**src/rtl/qoi_pkg.sv**
```systemverilog
// Shared constants and helpers for the QOI stream front-end.
// Imported by the tag FIFO and the stream arbiter.
package qoi_pkg;

    localparam int QOI_WORD_W = 32;

    // Index width that stays at least one bit wide for single-entry ranges.
    function automatic int clog2_min1(input int n);
        return (n <= 1) ? 1 : $clog2(n);
    endfunction

endpackage

```
**src/rtl/qoi_tag_fifo.sv**
```systemverilog
// Synchronous FIFO holding the source ID of each frame admitted to the decompressor.
// The head is read from registered storage, so an entry appears the cycle after its push.
module qoi_tag_fifo
    import qoi_pkg::*;
#(
    parameter int WIDTH = 2,
    parameter int DEPTH = 4
) (
    input  logic             clk,
    input  logic             rst,
    input  logic             push,
    input  logic [WIDTH-1:0] push_data,
    input  logic             pop,
    output logic             full,
    output logic             empty,
    output logic [WIDTH-1:0] head
);

    localparam int PTR_W = $clog2(DEPTH);

    logic [WIDTH-1:0] mem [DEPTH];
    logic [PTR_W-1:0] wr_ptr;
    logic [PTR_W-1:0] rd_ptr;
    logic [PTR_W:0]   count;
    logic             do_push;
    logic             do_pop;

    assign full    = (count == (PTR_W+1)'(DEPTH));
    assign empty   = (count == '0);
    assign do_push = push && !full;
    assign do_pop  = pop && !empty;

    // NOTE: storage is not reset; pointers and count alone decide which entries are live.
    always_ff @(posedge clk) begin
        if (do_push) mem[wr_ptr] <= push_data;
    end

    // NOTE: every register here uses <= so all updates see pre-edge values.
    always_ff @(posedge clk) begin
        if (rst) begin
            wr_ptr <= '0;
            rd_ptr <= '0;
            count  <= '0;
        end else begin
            if (do_push) wr_ptr <= wr_ptr + 1'b1;
            if (do_pop)  rd_ptr <= rd_ptr + 1'b1;
            case ({do_push, do_pop})
                2'b10:   count <= count + 1'b1;
                2'b01:   count <= count - 1'b1;
                default: count <= count;
            endcase
        end
    end

    assign head = empty ? '0 : mem[rd_ptr];

endmodule

```
**src/rtl/qoi_stream_arbiter.sv**
```systemverilog
// Per-frame round-robin arbiter sharing one QOI decompressor among N_SRC word streams,
// recording the source ID of every admitted frame so the pixel output can be tagged.
module qoi_stream_arbiter
    import qoi_pkg::*;
#(
    parameter  int N_SRC     = 4,
    parameter  int TAG_DEPTH = 4,
    localparam int SRC_W     = clog2_min1(N_SRC)
) (
    input  logic                          clk,
    input  logic                          rst,
    input  logic [N_SRC-1:0]              s_tvalid,
    output logic [N_SRC-1:0]              s_tready,
    input  logic [N_SRC-1:0]              s_tlast,
    input  logic [N_SRC*QOI_WORD_W-1:0]   s_tdata,
    output logic                          m_tvalid,
    input  logic                          m_tready,
    output logic                          m_tlast,
    output logic [QOI_WORD_W-1:0]         m_tdata,
    input  logic                          pix_tvalid,
    input  logic                          pix_tready,
    input  logic                          pix_tlast,
    output logic [SRC_W-1:0]              out_src,
    output logic                          out_src_vld,
    output logic                          busy,
    output logic                          err_orphan
);

    localparam logic [0:0]       ST_ARB   = 1'b0;
    localparam logic [0:0]       ST_PASS  = 1'b1;
    localparam logic [SRC_W-1:0] LAST_SRC = SRC_W'(N_SRC - 1);

    logic [0:0]       lock;
    logic [SRC_W-1:0] gnt;
    logic [SRC_W-1:0] rr_ptr;
    logic [SRC_W-1:0] pick;
    logic             pick_vld;
    logic             grant;
    logic             tag_full;
    logic             tag_empty;
    logic             pix_eof;

    // NOTE: every output of a combinational block gets a default first, so no path can infer a latch.
    always_comb begin : rr_pick
        logic [SRC_W-1:0] idx;
        pick     = '0;
        pick_vld = 1'b0;
        idx      = rr_ptr;
        for (int i = 0; i < N_SRC; i++) begin
            idx = (idx == LAST_SRC) ? '0 : idx + 1'b1;
            if (!pick_vld && s_tvalid[idx]) begin
                pick     = idx;
                pick_vld = 1'b1;
            end
        end
    end

    assign grant   = (lock == ST_ARB) && pick_vld && !tag_full;
    assign pix_eof = pix_tvalid && pix_tready && pix_tlast;

    always_comb begin : pass_mux
        m_tvalid = 1'b0;
        m_tlast  = 1'b0;
        m_tdata  = '0;
        s_tready = '0;
        if (lock == ST_PASS) begin
            m_tvalid      = s_tvalid[gnt];
            m_tlast       = s_tlast[gnt];
            m_tdata       = s_tdata[int'(gnt)*QOI_WORD_W +: QOI_WORD_W];
            s_tready[gnt] = m_tready;
        end
    end

    always_ff @(posedge clk) begin
        if (rst) begin
            lock       <= ST_ARB;
            gnt        <= '0;
            rr_ptr     <= LAST_SRC;
            err_orphan <= 1'b0;
        end else begin
            if (grant) begin
                lock   <= ST_PASS;
                gnt    <= pick;
                rr_ptr <= pick;
            end else if ((lock == ST_PASS) && m_tvalid && m_tready && m_tlast) begin
                lock <= ST_ARB;
            end
            if (pix_eof && tag_empty) err_orphan <= 1'b1;
        end
    end

    qoi_tag_fifo #(
        .WIDTH (SRC_W),
        .DEPTH (TAG_DEPTH)
    ) u_tag_fifo (
        .clk       (clk),
        .rst       (rst),
        .push      (grant),
        .push_data (pick),
        .pop       (pix_eof),
        .full      (tag_full),
        .empty     (tag_empty),
        .head      (out_src)
    );

    assign out_src_vld = !tag_empty;
    assign busy        = lock;

endmodule

```
**config.mk**
```make
export PLATFORM = sky130hd
export DESIGN_NAME = qoi_stream_arbiter
export DESIGN_NICKNAME = d
export VERILOG_FILES = /design/src/rtl/qoi_pkg.sv /design/src/rtl/qoi_tag_fifo.sv /design/src/rtl/qoi_stream_arbiter.sv
export SDC_FILE = /design/constraint.sdc
export NUM_CORES = 1
export LEC_CHECK = 0
export BUFFER_PORTS_ARGS = -buffer_cell sky130_fd_sc_hd__buf_4
export CORE_UTILIZATION = 39
export DETAILED_ROUTE_END_ITERATION = 10
export PLACE_DENSITY_LB_ADDON = 0.15
export SYNTH_ARGS = -nofsm -noshare
export SYNTH_HDL_FRONTEND = slang
export SYNTH_SLANG_ARGS = --single-unit
```
**constraint.sdc**
```tcl
create_clock -name clk -period 2.57 [get_ports clk]
set_input_delay 0.514 -clock clk [delete_from_list [all_inputs] [get_ports clk]]
set_output_delay 0.514 -clock clk [all_outputs]
set_load 0.02 [all_outputs]
```
# After elaboration in Yosys (flattened, before gate mapping)

Memories as Yosys holds them, arrays and structs flattened. A register that Yosys moved wholly into a read port is not among the register bits.
Cells that the tools add are included.

Output and inout bits: 43
Input bits: 142
Register bits after elaboration: 13
Logic and storage cells: 92
ROM bits: 0
Memories: 1
Bits in latches: 0
Bits in writable memories: 8

Mux-type cells: 38
Eq/ne operators: 7
Div/mod/pow operators: 0
$lt $le $gt $ge: 6
Reductions and logical operators: 22
Multipliers: 0
Shift-type cells: 1
Add/subtract/negate cells: 8
Bitwise operators: 2

Memories:

| name           | words | width | read ports | clocked after Yosys merged registers in | wr ports | line               | text |
|---|---|---|---|---|---|---|---|
| u_tag_fifo.mem | 4     | 2     | 1          | 1                                       | 1        | qoi_tag_fifo.sv:21 | `logic [WIDTH-1:0] mem [DEPTH];` |

Operator list:

| cell                  | number |
|---|---|
| $shiftx A128 B8 Y32   | 1 |
| $mux W32              | 1 |
| $mux W2               | 11 |
| $mux W1               | 17 |
| $lt A2 B3 Y1 const B  | 5 |
| $logic_and A1 B1 Y1   | 14 |
| $add A2 B1 Y2 const B | 6 |
| $bmux W1 S2           | 6 |
| $eq A2 B2 Y1 const B  | 5 |
| $pmux W3 S2           | 1 |
| $logic_not A1 Y1      | 5 |
| $and A4 B4 Y4         | 1 |
| $mux W4               | 1 |
| $reduce_bool A2 Y1    | 2 |
| $add A3 B1 Y3 const B | 1 |
| $eq A3 B3 Y1 const B  | 1 |
| $logic_not A3 Y1      | 1 |
| $sub A3 B1 Y3 const B | 1 |
| $demux W1 S2          | 1 |
| $eq A2 B1 Y1 const B  | 1 |
| $ge A2 B1 Y1 const B  | 1 |
| $not A1 Y1            | 1 |

# Depth between registers and ports, before layout

Gate-level depths: netlist (run 1).

Depth in word-level cells: 19
Mapped depth: 9
Gate-level depth less buffers: 9

# Hierarchy

From an unflattened synthesis (run 1), not the netlist that was laid out.

Cell total of the unflattened synthesis: 192
Area, all modules: 2222.1 um^2

Modules (own cells, without submodules):

| module             | cells an instance | area each (um^2) | times used | seq. area each (um^2) |
|---|---|---|---|---|
| qoi_stream_arbiter | 126               | 1433.9           | 1          | 120.1 |
| qoi_tag_fifo       | 66                | 788.3            | 1          | 420.4 |

# Worst setup path before layout (run 1)

No wires, ideal clock.

Path kind: input-to-reg
From: input s_tvalid[1]
To: register u_tag_fifo.count[2]
Setup time: 0.071 ns
Stages on the path: 9
Arrival time: 2.190 ns
Path slack: 0.309 ns
Path buffers: 0
Data required time: 2.499 ns
Cell sequence: nor4_1 > nor3_2 > inv_1 > ha_1 > inv_1 > fa_1 > xor2_1 > or3_1 > a21oi_1

Longest elaborated chain between the ends: 17
Elaborated cells on any way between the ends: 25
Classes of those cells: 2 x eq/ne; 13 x mux; 10 x reduce/logical

Ends and longest elaborated chain:

| what                                              | line                     | text |
|---|---|---|
| start, declared                                   | qoi_stream_arbiter.sv:12 | `input logic [N_SRC-1:0] s_tvalid,` |
| $bmux W1 S2                                       | qoi_stream_arbiter.sv:51 | `if (!pick_vld && s_tvalid[idx]) begin` |
| $mux W1 (implied by the code)                     | qoi_stream_arbiter.sv:51 |  |
| $mux W1                                           | qoi_stream_arbiter.sv:51 |  |
| $logic_not A1 Y1                                  | qoi_stream_arbiter.sv:51 |  |
| $logic_and A1 B1 Y1                               | qoi_stream_arbiter.sv:51 |  |
| $mux W1                                           | qoi_stream_arbiter.sv:51 |  |
| $logic_not A1 Y1                                  | qoi_stream_arbiter.sv:51 |  |
| $logic_and A1 B1 Y1                               | qoi_stream_arbiter.sv:51 |  |
| $mux W1                                           | qoi_stream_arbiter.sv:51 |  |
| $logic_not A1 Y1                                  | qoi_stream_arbiter.sv:51 |  |
| $logic_and A1 B1 Y1                               | qoi_stream_arbiter.sv:51 |  |
| $mux W1 *                                         | qoi_stream_arbiter.sv:51 |  |
| $logic_and A1 B1 Y1 * (2 in a row)                | qoi_stream_arbiter.sv:58 | `assign grant = (lock == ST_ARB) && pick_vld && !tag_full;` |
| $logic_and A1 B1 Y1 *                             | qoi_tag_fifo.sv:30       | `assign do_push = push && !full;` |
| $eq A2 B1 Y1 or $eq A2 B2 Y1 (tied branches)      | qoi_tag_fifo.sv:47       | `case ({do_push, do_pop})` |
| $pmux W3 S2 or $reduce_bool A2 Y1 (tied branches) | --                       |  |
| end signal, assigned                              | qoi_tag_fifo.sv:48       | `2'b10: count <= count + 1'b1;` |
| end signal, assigned                              | qoi_tag_fifo.sv:49       | `2'b01: count <= count - 1'b1;` |
| end signal, assigned                              | qoi_tag_fifo.sv:50       | `default: count <= count;` |
| end, declared                                     | qoi_tag_fifo.sv:24       | `logic [PTR_W:0] count;` |

Mark *: on every way between the ends. The rest lies on a longest branch, timed or not. The select of a mux whose other input is x is not followed.
A chain may end at the register's enable or synchronous reset.

# Worst setup path after layout (run 1)

From: register gnt[0]
To: output m_tdata[1]

Longest elaborated chain between the ends: 2

Ends and longest elaborated chain:

| what                   | line                     | text |
|---|---|---|
| start, declared        | qoi_stream_arbiter.sv:34 | `logic [SRC_W-1:0] gnt;` |
| start signal, assigned | qoi_stream_arbiter.sv:83 | `gnt <= pick;` |
| $shiftx A128 B8 Y32    | qoi_stream_arbiter.sv:69 | `m_tdata = s_tdata[int'(gnt)*QOI_WORD_W +: QOI_WORD_W];` |
| $mux W32               | qoi_stream_arbiter.sv:66 | `if (lock == ST_PASS) begin` |
| end, declared          | qoi_stream_arbiter.sv:19 | `output logic [QOI_WORD_W-1:0] m_tdata,` |

Every way passes these cells.

==> reports/metrics.csv, run 1 <==
metric;value;unit
worst_slew_pin_slew;0.758;ns
total_power;1.91;mW
die_x;76.4;µm
cts.htree.levels;1;
avgViaCountPerCell;5.20;
num_io_pins;185;
status;finished, final reports clean;
wl_per_cell;17.0;µm
antenna_found_initial;0;
vias;2279;
fmax;415;MHz
root_buffer;clkbuf_8;
drc;0;
cts.sinks;23;
critPathMaxStageDelay;0.52;ns
finalNetCount;518;
final_common_cell;buf_4;
r2r_setup_slack;0.47;ns
hold_buffers;0;
routed_wl;7440;µm
worst_path_dominant_cell_family;multiplexers;
cellPowerDensity;524;nW/µm²
grt_pass1_wl;11500;µm
fin_crit;2.41;ns
finalHoldViolations;0;
setup_slack;0.161;ns
syn_to_final_growth;68.9;%
p_leak;1.67;nW
critical_path_class;reg -> out;
post-route-util;0.701;
grt_pass1_vias;2478;
synth_fp_nets;335;
yosysSeqAreaShare;0.250;
grt_max_degree;39;
p_clk_frac;0.117;
p_switching;699;µW
cp.required;2.06;ns
crit_buf_inv;2;
cts_tree;yes;
dp_slack;0.117;ns
diodes;0;
numPortBuffers;184;
drt_first_pass_iters;4;
p_seq_frac;0.264;
first_iter_violations;80;
yosys.area.top_type;mux4_2;
cp-end-kind;output port;
clkTransAtPathRegs;0.08;ns
cp_max_fo;10;
gp_congestion;0.796;
ys_ff_latch;23;
netlist-cell-type-count;30;
netlist_top_cells_area;mux4_2 38%, dfxtp_1 14%, and2_1 12%;
cts_resized;0;
place_hpwl;6360;µm
intPower;1.21;mW
slew_viol_final;0;
num_rows;26;
arrival;1.90;ns
cts_setup_buffers;0;
cpMostUsedCell;buf_4;
synth_warnings;0;
track_usage;0.255;
path_cells;buf_4 -> mux4_2 -> and2_1 -> buf_4;
setup_viol_count_final;0;
fillCellCount;428;
synth.top_cell.area_share;0.375;
layout_common_cells;191 x buf_4, 41 x and2_1, 36 x mux4_2;
combPwrFrac;0.619;
fin_tns_setup;0;ns
clock_path_buffers;2;
synthCells;186;
switching_share;0.365;
clk-insertion-delay-late;0.26;ns
syn_area;2160;µm²
rsz0062_at_grt;false;
drv_cap;0;
grt_overflow_total;0;
initial_core_util;0.415;
finalClockSkew;0.00116;ns
synth.avg_cell_area;11.6;µm²
cp-start-kind;register;
numCtsBuffers;3;
max_slew_margin;0.491;
drive_gt1_frac;0.633;
vdd_drop_max;0.295;mV
ant_nets;0;
hp-class;reg -> reg;
coreArea;5200;µm²
post-route-period-util;0.938;
die_area;5840;µm²
die_y;76.4;µm
slowest_stage;mux4_2;
## final timing paths
kind / depth (start not counted) / endpoint / startpoint
max: 4 / m_tdata[1] / gnt[0]
min: 2 / err_orphan / err_orphan
min reg2reg: 2 / err_orphan / err_orphan
max reg2reg: 9 / u_tag_fifo.count[2] / u_tag_fifo.count[0]
## cells by family (layout without fill, tap and decap cells)
| group | count (synthesis) | after routing | synth area share |
|---|---|---|---|
| compound gates | 19 | 19 | 0.0545 |
| flops | 23 | 23 | 0.250 |
| simple gates | 73 | 73 | 0.194 |
| buf+inv | 23 | 205 | 0.0620 |
| fa+ha+maj | 7 | 7 | 0.0440 |
| xor+xnor | 5 | 5 | 0.0203 |
| mux | 36 | 36 | 0.375 |
## synthesized netlist by cell type
cell and instances:
a211oi_1 2, a21bo_1 2, a21o_1 2, a21oi_1 9, and2_1 41, and3_1 1, buf_12 2, buf_2 6
buf_6 1, clkbuf_1 5, dfxtp_1 15, edfxtp_1 8, fa_1 1, ha_1 6, inv_1 9, mux4_2 36
nand2_1 3, nand2b_1 1, nand3_1 3, nand4bb_1 1, nor2_1 13, nor3_1 5, nor3_2 1, nor3b_1 2
nor4_1 1, o21ai_0 3, o31ai_1 1, or3_1 1, xnor2_1 2, xor2_1 3
## per-stage QoR
stage | cell area (µm²) | hold slack [ns] | cells
finish | 3650 | 0.501 | 438
global route | 3650 | 0.522 | 438
CTS | 3650 | 0.512 | 438
detailed placement | 3600 | 0.493 | 434
global placement | 3600 | 0.451 | 434
floorplan | 2160 | 0.466 | 186
## cell type report
cell class	instances	area (µm²)	area share
well taps	70	87.6	0.0240
multi-input cells	140	1490	0.407
inverters	9	33.8	0.00926
clock buffers	4	45.0	0.0123
repair buffers	192	1450	0.399
flip-flops and latches	23	542	0.149
## worst register-to-register path, cell delays in order (launching register included)
cell	delay [ns]
dfxtp_1	0.39
nor3_1	0.10
inv_1	0.12
and2_1	0.20
ha_1	0.20
inv_1	0.06
fa_1	0.37
xor2_1	0.15
or3_1	0.30
a21oi_1	0.14
## sequential cells by signal (all words and copies together) (netlist names), named ones only
signal	count
u_tag_fifo.mem	8
u_tag_fifo.count	3
gnt	2
rr_ptr	2
u_tag_fifo.rd_ptr	2
u_tag_fifo.wr_ptr	2
busy	1
err_orphan	1
## layer usage
metal | track usage | vias up | share of wire
li1 | - | 1065 | -
met1 | 0.249 | 1085 | 0.34
met2 | 0.532 | 121 | 0.58
met3 | 0.0587 | 8 | 0.071
met4 | 0.0462 | 0 | 0.011
met5 | 0 | - | 0
## power groups by stage
stage | combinational, mW | clock (mW) | sequential (mW)
floorplan | 0.759 | 0 | 0.496
global placement | 1.17 | 0 | 0.514
detailed placement | 1.19 | 0 | 0.516
CTS | 1.20 | 0.225 | 0.507
global route | 1.28 | 0.244 | 0.517
finish | 1.18 | 0.223 | 0.505
(Power assumes the default switching activity.)
==> inputs of run 2 (changes only) <==
ABC_AREA = 1   (was default)
==> run 2 against run 1 <==
  * First-iteration DRC count up 63%
  * Die area up 2.5%
  * Count of clock-buffer cells in the layout down 1
  * Design area up 3.3%
  * Highest routed layer is now met5
==> reports/metrics.csv, run 2 <==
metric;value;unit
syn_to_final_growth;70.1;%
synth.avg_cell_area;6.53;µm²
final_cell_count_no_fill;590;
grt_pass1_wl;14200;µm
yosys.area.top_type;nand3_1;
critical_path_class;reg -> reg;
drt_first_pass_iters;4;
worst_slew_pin_slew;0.524;ns
num_rows;27;
die_y;77.4;µm
fin_crit;2.41;ns
cp-end-kind;register;
slew_viol_final;0;
synth_warnings;0;
wl_per_cell;15.2;µm
fin_tns_setup;0;ns
drive_gt1_frac;0.429;
first_iter_violations;130;
status;finished, final reports clean;
arrival;2.56;ns
design_area;3770;µm²
root_buffer;clkbuf_8;
place_hpwl;7160;µm
async_flop_share;0;
syn_area;2210;µm²
vdd_drop_max;0.768;mV
dpl_cell_area;3690;µm²
netlist-cell-type-count;27;
diodes;0;
coreArea;5470;µm²
finalNetCount;668;
clock_path_buffers;2;
die_area;5980;µm²
cellPowerDensity;876;nW/µm²
fmax;415;MHz
cts.htree.levels;1;
synth_enable_flop_cells;8;
fillCellCount;490;
cp-start-kind;register;
cp.required;2.72;ns
synth.top_cell.area_share;0.167;
p_leak;1.75;nW
synth.top_cells.by_count;74 x nand3_1, 39 x nand2_1, 33 x a31oi_1, 32 x a22oi_1, 29 x inv_1;
cts.sinks;23;
reg_top3;u_tag_fifo.mem: 8 flops, u_tag_fifo.count: 3 flops;
max_slew_margin;0.648;
routed_wl;8990;µm
initial_core_util;0.405;
drc;0;
max_flop_register;u_tag_fifo.mem;
post-place-cells;583;
gp_congestion;0.926;
die_x;77.4;µm
hp-class;in -> reg;
finalHoldViolations;0;
post-route-period-util;0.937;
grt_max_degree;35;
post-route-util;0.688;
largest_reg_flops;8;
vias;3209;
track_usage;0.291;
clkTransAtPathRegs;0.08;ns
ant_nets;0;
yosysSeqAreaShare;0.244;
numCtsBuffers;3;
grt_overflow_total;0;
ys.flop_type;dfxtp_1;
avgViaCountPerCell;5.44;
grt_pass1_vias;3042;
synthCells;339;
ys_ff_latch;23;
cts_tree;yes;
layout_common_cells;200 x buf_4, 74 x nand3_1, 39 x nand2_1;
final_common_cell;buf_4;
antenna_found_initial;1;
drv_cap;0;
cp_max_fo;5;
synth_fp_nets;488;
total_power;3.30;mW
setup_viol_count_final;0;
num_io_pins;185;
netlist_top_cells_area;nand3_1 17%, dfxtp_1 14%, a22oi_1 11%;
numPortBuffers;184;
clk-insertion-delay-late;0.26;ns
finalClockSkew;0.00249;ns
yosysMostFrequentCell;nand3_1;
rsz0062_at_grt;false;
-- run 2: cell count changes after synthesis, moves of 32 or more --
cell     previous run  this run
mux4_2             36         0
a22oi_1             0        32
nand2_1             3        39
a31oi_1             0        33
nand3_1             3        74
and2_1             41         1
-- run 2: layout make-up --
cell class                 instances  area [µm²]  area share
clock buffer                       3        41.3      0.0110
inverter                          31         116      0.0309
sequential                        23         542       0.144
clock inverter                     1        5.00     0.00133
multi-input combinational        260        1470       0.390
timing repair buffer             200        1500       0.399
tap                               72        90.1      0.0239
-- run 2: layer usage --
metal / up-vias / part of all wire / global-route usage / wire [µm]
met2: 156 / 0.46 / 0.486 / 4180
li1: 1588 / - / - / -
met5: - / 0.0014 / 0 / 13
met1: 1443 / 0.39 / 0.348 / 3540
met4: 2 / 0.024 / 0.0887 / 220
met3: 20 / 0.12 / 0.106 / 1040
-- run 2: path summary, 6_finish.rpt --
kind | endpoint | cells past startpoint | slack [ns] | startpoint
worst max-delay path | u_tag_fifo.count[2] | 16 | 0.16 | rr_ptr[1]
worst min-delay path | gnt[1] | 2 | 0.47 | rst
worst max register to register | u_tag_fifo.count[2] | 16 | 0.16 | rr_ptr[1]
worst min register to register | u_tag_fifo.rd_ptr[1] | 2 | 0.47 | u_tag_fifo.rd_ptr[1]
-- run 2: logic make-up after synthesis --
kind of cell	count (synthesis)	synth area share
fa+ha+maj	7	0.0429
simple gates	154	0.333
compound gates	99	0.279
buf+inv	56	0.101
flops	23	0.244
-- run 2: through the flow --
step	setup WS, ns	hold WS, ns
floorplan	0.0536	0.436
global placement	0.138	0.453
detailed placement	0.0806	0.458
CTS	0.0239	0.471
global route	0.00930	0.480
finish	0.161	0.472
-- run 2: worst max-delay path: stages, from the launching register on --
cell and delay, ns:
dfxtp_1 0.34, ha_4 0.30, inv_2 0.06, nand2_1 0.08, nand2_2 0.07, nand2_1 0.09, nand2_2 0.08, nor2_4 0.14
nand3_2 0.09, nand2_4 0.07, ha_1 0.13, inv_1 0.07, fa_2 0.35, a21oi_1 0.14, o21ai_1 0.09, o21ai_1 0.14
a21oi_1 0.05
-- run 2: power breakdown --
part | switching [mW] | internal (mW)
combinational | 1.47 | 0.973
sequential | 0.0857 | 0.556
clock | 0.110 | 0.108
total | 1.66 | 1.64
-- run 2: repair_timing --
| item | in CTS | in global routing |
|---|---|---|
| buffers inserted | 0 | 3 |
| hold buffers | 0 | 0 |
| gates resized for setup | 0 | 4 |
| endpoints found under the setup margin | 0 | 1 |
